## src/rtl/dcache_if_pmem_mo_pkg.sv

```systemverilog
// rtl/dcache_if_pmem_mo_pkg.sv - shared constants for the dcache_if to pmem bridge
// Request word layout, outstanding counter width and a depth helper.
package dcache_if_pmem_mo_pkg;

  localparam int REQ_W    = 70;
  localparam int DROP_BIT = 69;
  localparam int RD_BIT   = 68;
  localparam int WR_MSB   = 67;
  localparam int WR_LSB   = 64;
  localparam int DATA_MSB = 63;
  localparam int DATA_LSB = 32;
  localparam int ADDR_MSB = 31;
  localparam int ADDR_LSB = 0;

  localparam int OUT_W = 4;

  // Smallest power of two that is >= n.
  function automatic int pow2_ceil(input int n);
    int p;
    p = 1;
    for (int i = 0; i < 31; i++) begin
      if (p < n) p = p * 2;
    end
    return p;
  endfunction

endpackage

```

## src/rtl/dcache_if_pmem_mo_fifo.sv

```systemverilog
// rtl/dcache_if_pmem_mo_fifo.sv - generic synchronous FIFO with registered count
// Full/empty come from the registered count only, so a pop never frees space in the same cycle.
module dcache_if_pmem_mo_fifo
  import dcache_if_pmem_mo_pkg::*;
#(
  parameter int WIDTH  = 8,
  parameter int DEPTH  = 4,
  parameter int ADDR_W = 2
) (
  input  logic              clk_i,
  input  logic              rst_i,
  input  logic              push_i,
  input  logic [WIDTH-1:0]  data_i,
  output logic              accept_o,
  input  logic              pop_i,
  output logic              valid_o,
  output logic [WIDTH-1:0]  data_o,
  output logic [ADDR_W:0]   count_o
);

  localparam logic [ADDR_W:0] FULL = (ADDR_W + 1)'(DEPTH);

  logic [WIDTH-1:0]  mem_q [DEPTH];
  logic [ADDR_W-1:0] rd_ptr_q, rd_ptr_d;
  logic [ADDR_W-1:0] wr_ptr_q, wr_ptr_d;
  logic [ADDR_W:0]   count_q, count_d;
  logic              do_push, do_pop;

  assign accept_o = (count_q != FULL);
  assign valid_o  = (count_q != '0);
  assign do_push  = push_i & accept_o;
  assign do_pop   = pop_i & valid_o;
  assign data_o   = mem_q[rd_ptr_q];
  assign count_o  = count_q;

  always_comb begin
    wr_ptr_d = wr_ptr_q;
    rd_ptr_d = rd_ptr_q;
    count_d  = count_q;
    if (do_push) wr_ptr_d = wr_ptr_q + 1'b1;
    if (do_pop)  rd_ptr_d = rd_ptr_q + 1'b1;
    if (do_push && !do_pop)      count_d = count_q + 1'b1;
    else if (!do_push && do_pop) count_d = count_q - 1'b1;
  end

  always_ff @(posedge clk_i or posedge rst_i) begin
    if (rst_i) begin
      wr_ptr_q <= '0;
      rd_ptr_q <= '0;
      count_q  <= '0;
    end else begin
      wr_ptr_q <= wr_ptr_d;
      rd_ptr_q <= rd_ptr_d;
      count_q  <= count_d;
    end
  end

  always_ff @(posedge clk_i) begin
    if (do_push) mem_q[wr_ptr_q] <= data_i;
  end

endmodule

```

## src/rtl/dcache_if_pmem_mo.sv

```systemverilog
// rtl/dcache_if_pmem_mo.sv - multi-outstanding dcache_if to pmem bridge
// Buffers requests, issues up to MAX_OUTSTANDING bus transactions, acks maintenance ops locally.
module dcache_if_pmem_mo
  import dcache_if_pmem_mo_pkg::*;
#(
  parameter int REQ_DEPTH       = 4,
  parameter int MAX_OUTSTANDING = 2,
  parameter int TAG_W           = 11
) (
  input  logic             clk_i,
  input  logic             rst_i,
  input  logic [31:0]      mem_addr_i,
  input  logic [31:0]      mem_data_wr_i,
  input  logic             mem_rd_i,
  input  logic [3:0]       mem_wr_i,
  input  logic             mem_cacheable_i,
  input  logic [TAG_W-1:0] mem_req_tag_i,
  input  logic             mem_invalidate_i,
  input  logic             mem_writeback_i,
  input  logic             mem_flush_i,
  output logic [31:0]      mem_data_rd_o,
  output logic             mem_accept_o,
  output logic             mem_ack_o,
  output logic             mem_error_o,
  output logic [TAG_W-1:0] mem_resp_tag_o,
  output logic [3:0]       outport_wr_o,
  output logic             outport_rd_o,
  output logic [7:0]       outport_len_o,
  output logic [31:0]      outport_addr_o,
  output logic [31:0]      outport_write_data_o,
  input  logic             outport_accept_i,
  input  logic             outport_ack_i,
  input  logic             outport_error_i,
  input  logic [31:0]      outport_read_data_i,
  output logic [3:0]       outstanding_o,
  output logic             unexpected_ack_o
);

  localparam int RESP_DEPTH = pow2_ceil(REQ_DEPTH + MAX_OUTSTANDING);
  localparam int REQ_AW     = $clog2(REQ_DEPTH);
  localparam int RESP_AW    = $clog2(RESP_DEPTH);
  localparam logic [OUT_W-1:0] MAX_OUT = OUT_W'(MAX_OUTSTANDING);

  logic             req_drop, req_any, push;
  logic [REQ_W-1:0] req_word, head;
  logic             req_accept, head_valid, tag_accept;
  logic             tag_valid_unused;
  logic [REQ_AW:0]  req_count_unused;
  logic [RESP_AW:0] tag_count_unused;
  logic             unused_bits;
  logic [OUT_W-1:0] outstanding_q, outstanding_d;
  logic             drop_ack_q, drop_ack_d;
  logic             unexpected_q, unexpected_d;
  logic             head_drop, can_issue, issue, drop_pop, ack_dec;

  assign req_drop = mem_invalidate_i | mem_writeback_i | mem_flush_i;
  assign req_any  = mem_rd_i | (|mem_wr_i) | req_drop;
  assign req_word = {req_drop, mem_rd_i, mem_wr_i, mem_data_wr_i, mem_addr_i};
  assign mem_accept_o = req_accept & tag_accept;
  assign push     = req_any & mem_accept_o;

  dcache_if_pmem_mo_fifo #(
    .WIDTH (REQ_W),
    .DEPTH (REQ_DEPTH),
    .ADDR_W(REQ_AW)
  ) u_req_fifo (
    .clk_i   (clk_i),
    .rst_i   (rst_i),
    .push_i  (push),
    .data_i  (req_word),
    .accept_o(req_accept),
    .pop_i   (issue | drop_pop),
    .valid_o (head_valid),
    .data_o  (head),
    .count_o (req_count_unused)
  );

  // Tags leave in request order; every ack (bus or local) consumes one.
  dcache_if_pmem_mo_fifo #(
    .WIDTH (TAG_W),
    .DEPTH (RESP_DEPTH),
    .ADDR_W(RESP_AW)
  ) u_tag_fifo (
    .clk_i   (clk_i),
    .rst_i   (rst_i),
    .push_i  (push),
    .data_i  (mem_req_tag_i),
    .accept_o(tag_accept),
    .pop_i   (mem_ack_o),
    .valid_o (tag_valid_unused),
    .data_o  (mem_resp_tag_o),
    .count_o (tag_count_unused)
  );

  assign head_drop = head[DROP_BIT];
  assign can_issue = head_valid & ~head_drop & (outstanding_q < MAX_OUT) & ~drop_ack_q;
  assign issue     = can_issue & outport_accept_i;
  // Maintenance ops act as a barrier: all earlier bus traffic must be acked first.
  assign drop_pop  = head_valid & head_drop & (outstanding_q == '0) & ~drop_ack_q;
  assign ack_dec   = outport_ack_i & (outstanding_q != '0);

  assign outport_rd_o         = can_issue & head[RD_BIT];
  assign outport_wr_o         = can_issue ? head[WR_MSB:WR_LSB] : 4'b0;
  assign outport_addr_o       = can_issue ? {head[ADDR_MSB:ADDR_LSB+2], 2'b00} : 32'b0;
  assign outport_write_data_o = can_issue ? head[DATA_MSB:DATA_LSB] : 32'b0;
  assign outport_len_o        = 8'b0;

  assign mem_ack_o        = drop_ack_q | outport_ack_i;
  assign mem_error_o      = outport_error_i & outport_ack_i;
  assign mem_data_rd_o    = outport_read_data_i;
  assign outstanding_o    = outstanding_q;
  assign unexpected_ack_o = unexpected_q;
  assign unused_bits      = &{1'b0, mem_cacheable_i, head[ADDR_LSB+1:ADDR_LSB],
                              tag_valid_unused, req_count_unused, tag_count_unused};

  always_comb begin
    outstanding_d = outstanding_q;
    if (issue && !ack_dec)      outstanding_d = outstanding_q + 1'b1;
    else if (!issue && ack_dec) outstanding_d = outstanding_q - 1'b1;
    drop_ack_d   = drop_pop;
    unexpected_d = unexpected_q | (outport_ack_i & (outstanding_q == '0));
  end

  always_ff @(posedge clk_i or posedge rst_i) begin
    if (rst_i) begin
      outstanding_q <= '0;
      drop_ack_q    <= 1'b0;
      unexpected_q  <= 1'b0;
    end else begin
      outstanding_q <= outstanding_d;
      drop_ack_q    <= drop_ack_d;
      unexpected_q  <= unexpected_d;
    end
  end

endmodule
```

## config.mk

```make
export PLATFORM = sky130hd
export DESIGN_NAME = dcache_if_pmem_mo
export DESIGN_NICKNAME = d
export VERILOG_FILES = /design/src/rtl/dcache_if_pmem_mo_pkg.sv /design/src/rtl/dcache_if_pmem_mo_fifo.sv /design/src/rtl/dcache_if_pmem_mo.sv
export SDC_FILE = /design/constraint.sdc
export NUM_CORES = 1
export LEC_CHECK = 0
export ABC_AREA = 0
export ABC_CLOCK_PERIOD_IN_PS = 4200
export BUFFER_PORTS_ARGS = -buffer_cell sky130_fd_sc_hd__buf_2
export CAP_MARGIN = 20
export CORE_ASPECT_RATIO = 1.2
export CORE_MARGIN = 4
export CORE_UTILIZATION = 55
export DETAILED_ROUTE_END_ITERATION = 16
export PLACE_DENSITY_LB_ADDON = 0.25
export SYNTH_ARGS = -nofsm -noshare
export SYNTH_HDL_FRONTEND = slang
export SYNTH_HIERARCHICAL = 1
export SYNTH_SLANG_ARGS = --single-unit
export TNS_END_PERCENT = 20
```

## constraint.sdc

```tcl
create_clock -name clk_i -period 4.2 [get_ports clk_i]
set_input_delay 0.84 -clock clk_i [delete_from_list [all_inputs] [get_ports clk_i]]
set_output_delay 0.84 -clock clk_i [all_outputs]
set_load 0.01 [all_outputs]
```

==> impl_metrics.py <==
metrics = {
    "status": {
        "outcome": "completed",
    },
    "worst_setup_path": {
        "cp-start-kind": "flop",
        "cp-end-kind": "output port",
        "slowest_delay_ns": 0.70,
        "cp_slowest_cell": "dfrtp_1",
        "arrival_ns": 2.58,
        "crit_fanout": 14,
        "path_cells": "buf_4, mux4_1, mux2_2, buf_2",
        "required_ns": 3.36,
        "r2r_slack_ns": 0.98,
        "critPathKind": "flop to output port",
    },
    "sta": {
        "layout_setup_ws_ns": 0.780,
        "timing.hold.ws_ns": 0.266,
        "period_minus_slack_ns": 3.42,
        "rsz0062_at_grt": "no",
        "slew_headroom": 0.264,
        "worstMarginPinSlew_ns": 1.10,
        "clock.fmax_mhz": 292,
        "fin_tns_setup_ns": 0,
        "clock_skew_ns": 0.0218,
        "fin_crit_sh": 0.814,
        "hold_viol_final": 0,
        "setup_viol": 0,
        "drv_slew": 0,
    },
    "yosys": {
        "synth_area_um2": 15600,
        "yosys_warnings": 6,
        "synthCells": 742,
        "syn_avg_cell_area_um2": 21.1,
    },
    "finish": {
        "finalCoreUtilization": 0.631,
        "design_area_um2": 17700,
        "final_layout_size_suffix_gt1_frac": 0.408,
        "layout.nets": 1037,
        "final_cells": 1306,
        "final_cell_mix": "edfxtp_1 (360), buf_2 (171), mux4_2 (67)",
        "final_common_cell": "edfxtp_1",
        "syn_to_final_growth_pct": 12.9,
    },
    "floorplan": {
        "fp.coreArea_um2": 28000,
        "die_area_um2": 31200,
        "start_util": 0.559,
        "die_x_um": 162,
        "die_h_um": 193,
        "rows": 67,
        "io_pins": 249,
    },
    "route": {
        "vias_per_cell": 5.54,
        "vias": 7236,
        "firstDrtPassIters": 6,
        "drt-initial-drc-count": 401,
        "wire_per_inst_um": 21.9,
        "ant_nets": 0,
        "routed_wl_um": 28700,
        "drcViolationCount": 0,
    },
    "global_route": {
        "grt_use_total": 0.182,
        "grt_pass1_vias": 7608,
        "grt_max_degree": 70,
        "grt_overflow": 0,
        "antenna_found_initial": 4,
        "grt_pass1_wl_um": 43500,
    },
    "clock_tree": {
        "cts_inserted_buffers": 36,
        "cts.clk_slew.worst_paths_ns": 0.06,
        "clk_latency_ns": 0.52,
        "clkSinkCount": 383,
        "ctsHoldBuffers": 0,
        "clockRootBuffer": "clkbuf_16",
        "cts_max_level": 2,
        "cts_buffer_depth": 3,
        "cts_setup_buffers": 0,
        "cts_resized": 0,
        "cts_tree": "yes",
    },
    "power_and_ir_drop": {
        "leakage_nw": 6.37,
        "total_power_mw": 13.4,
        "powerDensity_nw_per_um2": 759,
        "peakVddDrop_v": 0.000490,
    },
    "job": {
        "cap_violations": 0,
    },
    "place": {
        "dp_hpwl_um": 17000,
        "place_area_um2": 16600,
        "dp_slack_ns": 0.559,
        "io_buffers": 171,
        "place_inst": 1241,
        "place_congestion": 0.736,
    },
    "worst_hold_path": {
        "hold_class": "input port to asynchronous set/reset pin",
    },
}
-- flip-flops by register name, indices dropped and copies added, names as in the netlist --
register             cells
u_req_fifo/rd_ptr_q      2
u_tag_fifo/rd_ptr_q      3
u_req_fifo/wr_ptr_q      2
unexpected_ack_o         1
u_tag_fifo/wr_ptr_q      3
u_tag_fifo/count_o       4
u_tag_fifo/mem_q        88
u_req_fifo/count_o       3
drop_ack_q               1
u_req_fifo/mem_q       272
outstanding_o            4
-- path summary, 6_finish.rpt --
check,startpoint,end,cells after the start
max reg2reg,u_tag_fifo/count_o[0]$_DFFE_PP0P_,u_tag_fifo/count_o[3]$_DFFE_PP0P_,11
min in group clk_i,unexpected_ack_o$_DFF_PP0_,unexpected_ack_o$_DFF_PP0_,1
max in group asynchronous,rst_i,u_tag_fifo/count_o[3]$_DFFE_PP0P_,2
min,rst_i,drop_ack_q$_DFF_PP0_,2
min reg2reg,unexpected_ack_o$_DFF_PP0_,unexpected_ack_o$_DFF_PP0_,1
max,u_tag_fifo/rd_ptr_q[0]$_DFFE_PP0P_,mem_resp_tag_o[1],4
-- routing by layer --
metal / global-route usage / vias to the layer above / wire [um]
met5: 0 / - / 41
met4: 0.0534 / 6 / 635
met3: 0.0436 / 65 / 1850
met2: 0.322 / 200 / 15000
met1: 0.225 / 3704 / 11200
li1: - / 3261 / -
-- power breakdown --
part / total [mW] / internal [mW] / switching [mW]
registers: 6.22 / 5.76 / 0.464
logic: 4.16 / 1.95 / 2.21
clock network: 3.03 / 1.74 / 1.29
total: 13.4 / 9.44 / 3.96
-- worst max-delay path, delay by kind of cell (launching register included) --
kind / cells / cell delay (ns)
buffers and inverters: 2 / 0.49
DFF: 1 / 0.70
muxes: 2 / 0.87
-- layout make-up --
class	instances	area (um2)
diodes	1	2.50
repair buffers	185	986
well taps	379	474
inverters	9	33.8
clock buffers	50	1010
flip-flops and latches	383	11400
clock inverters	14	95.1
multi-input cells	285	3670
fillers	1982	10300
Note: power is estimated with default switching activity, not from simulation.
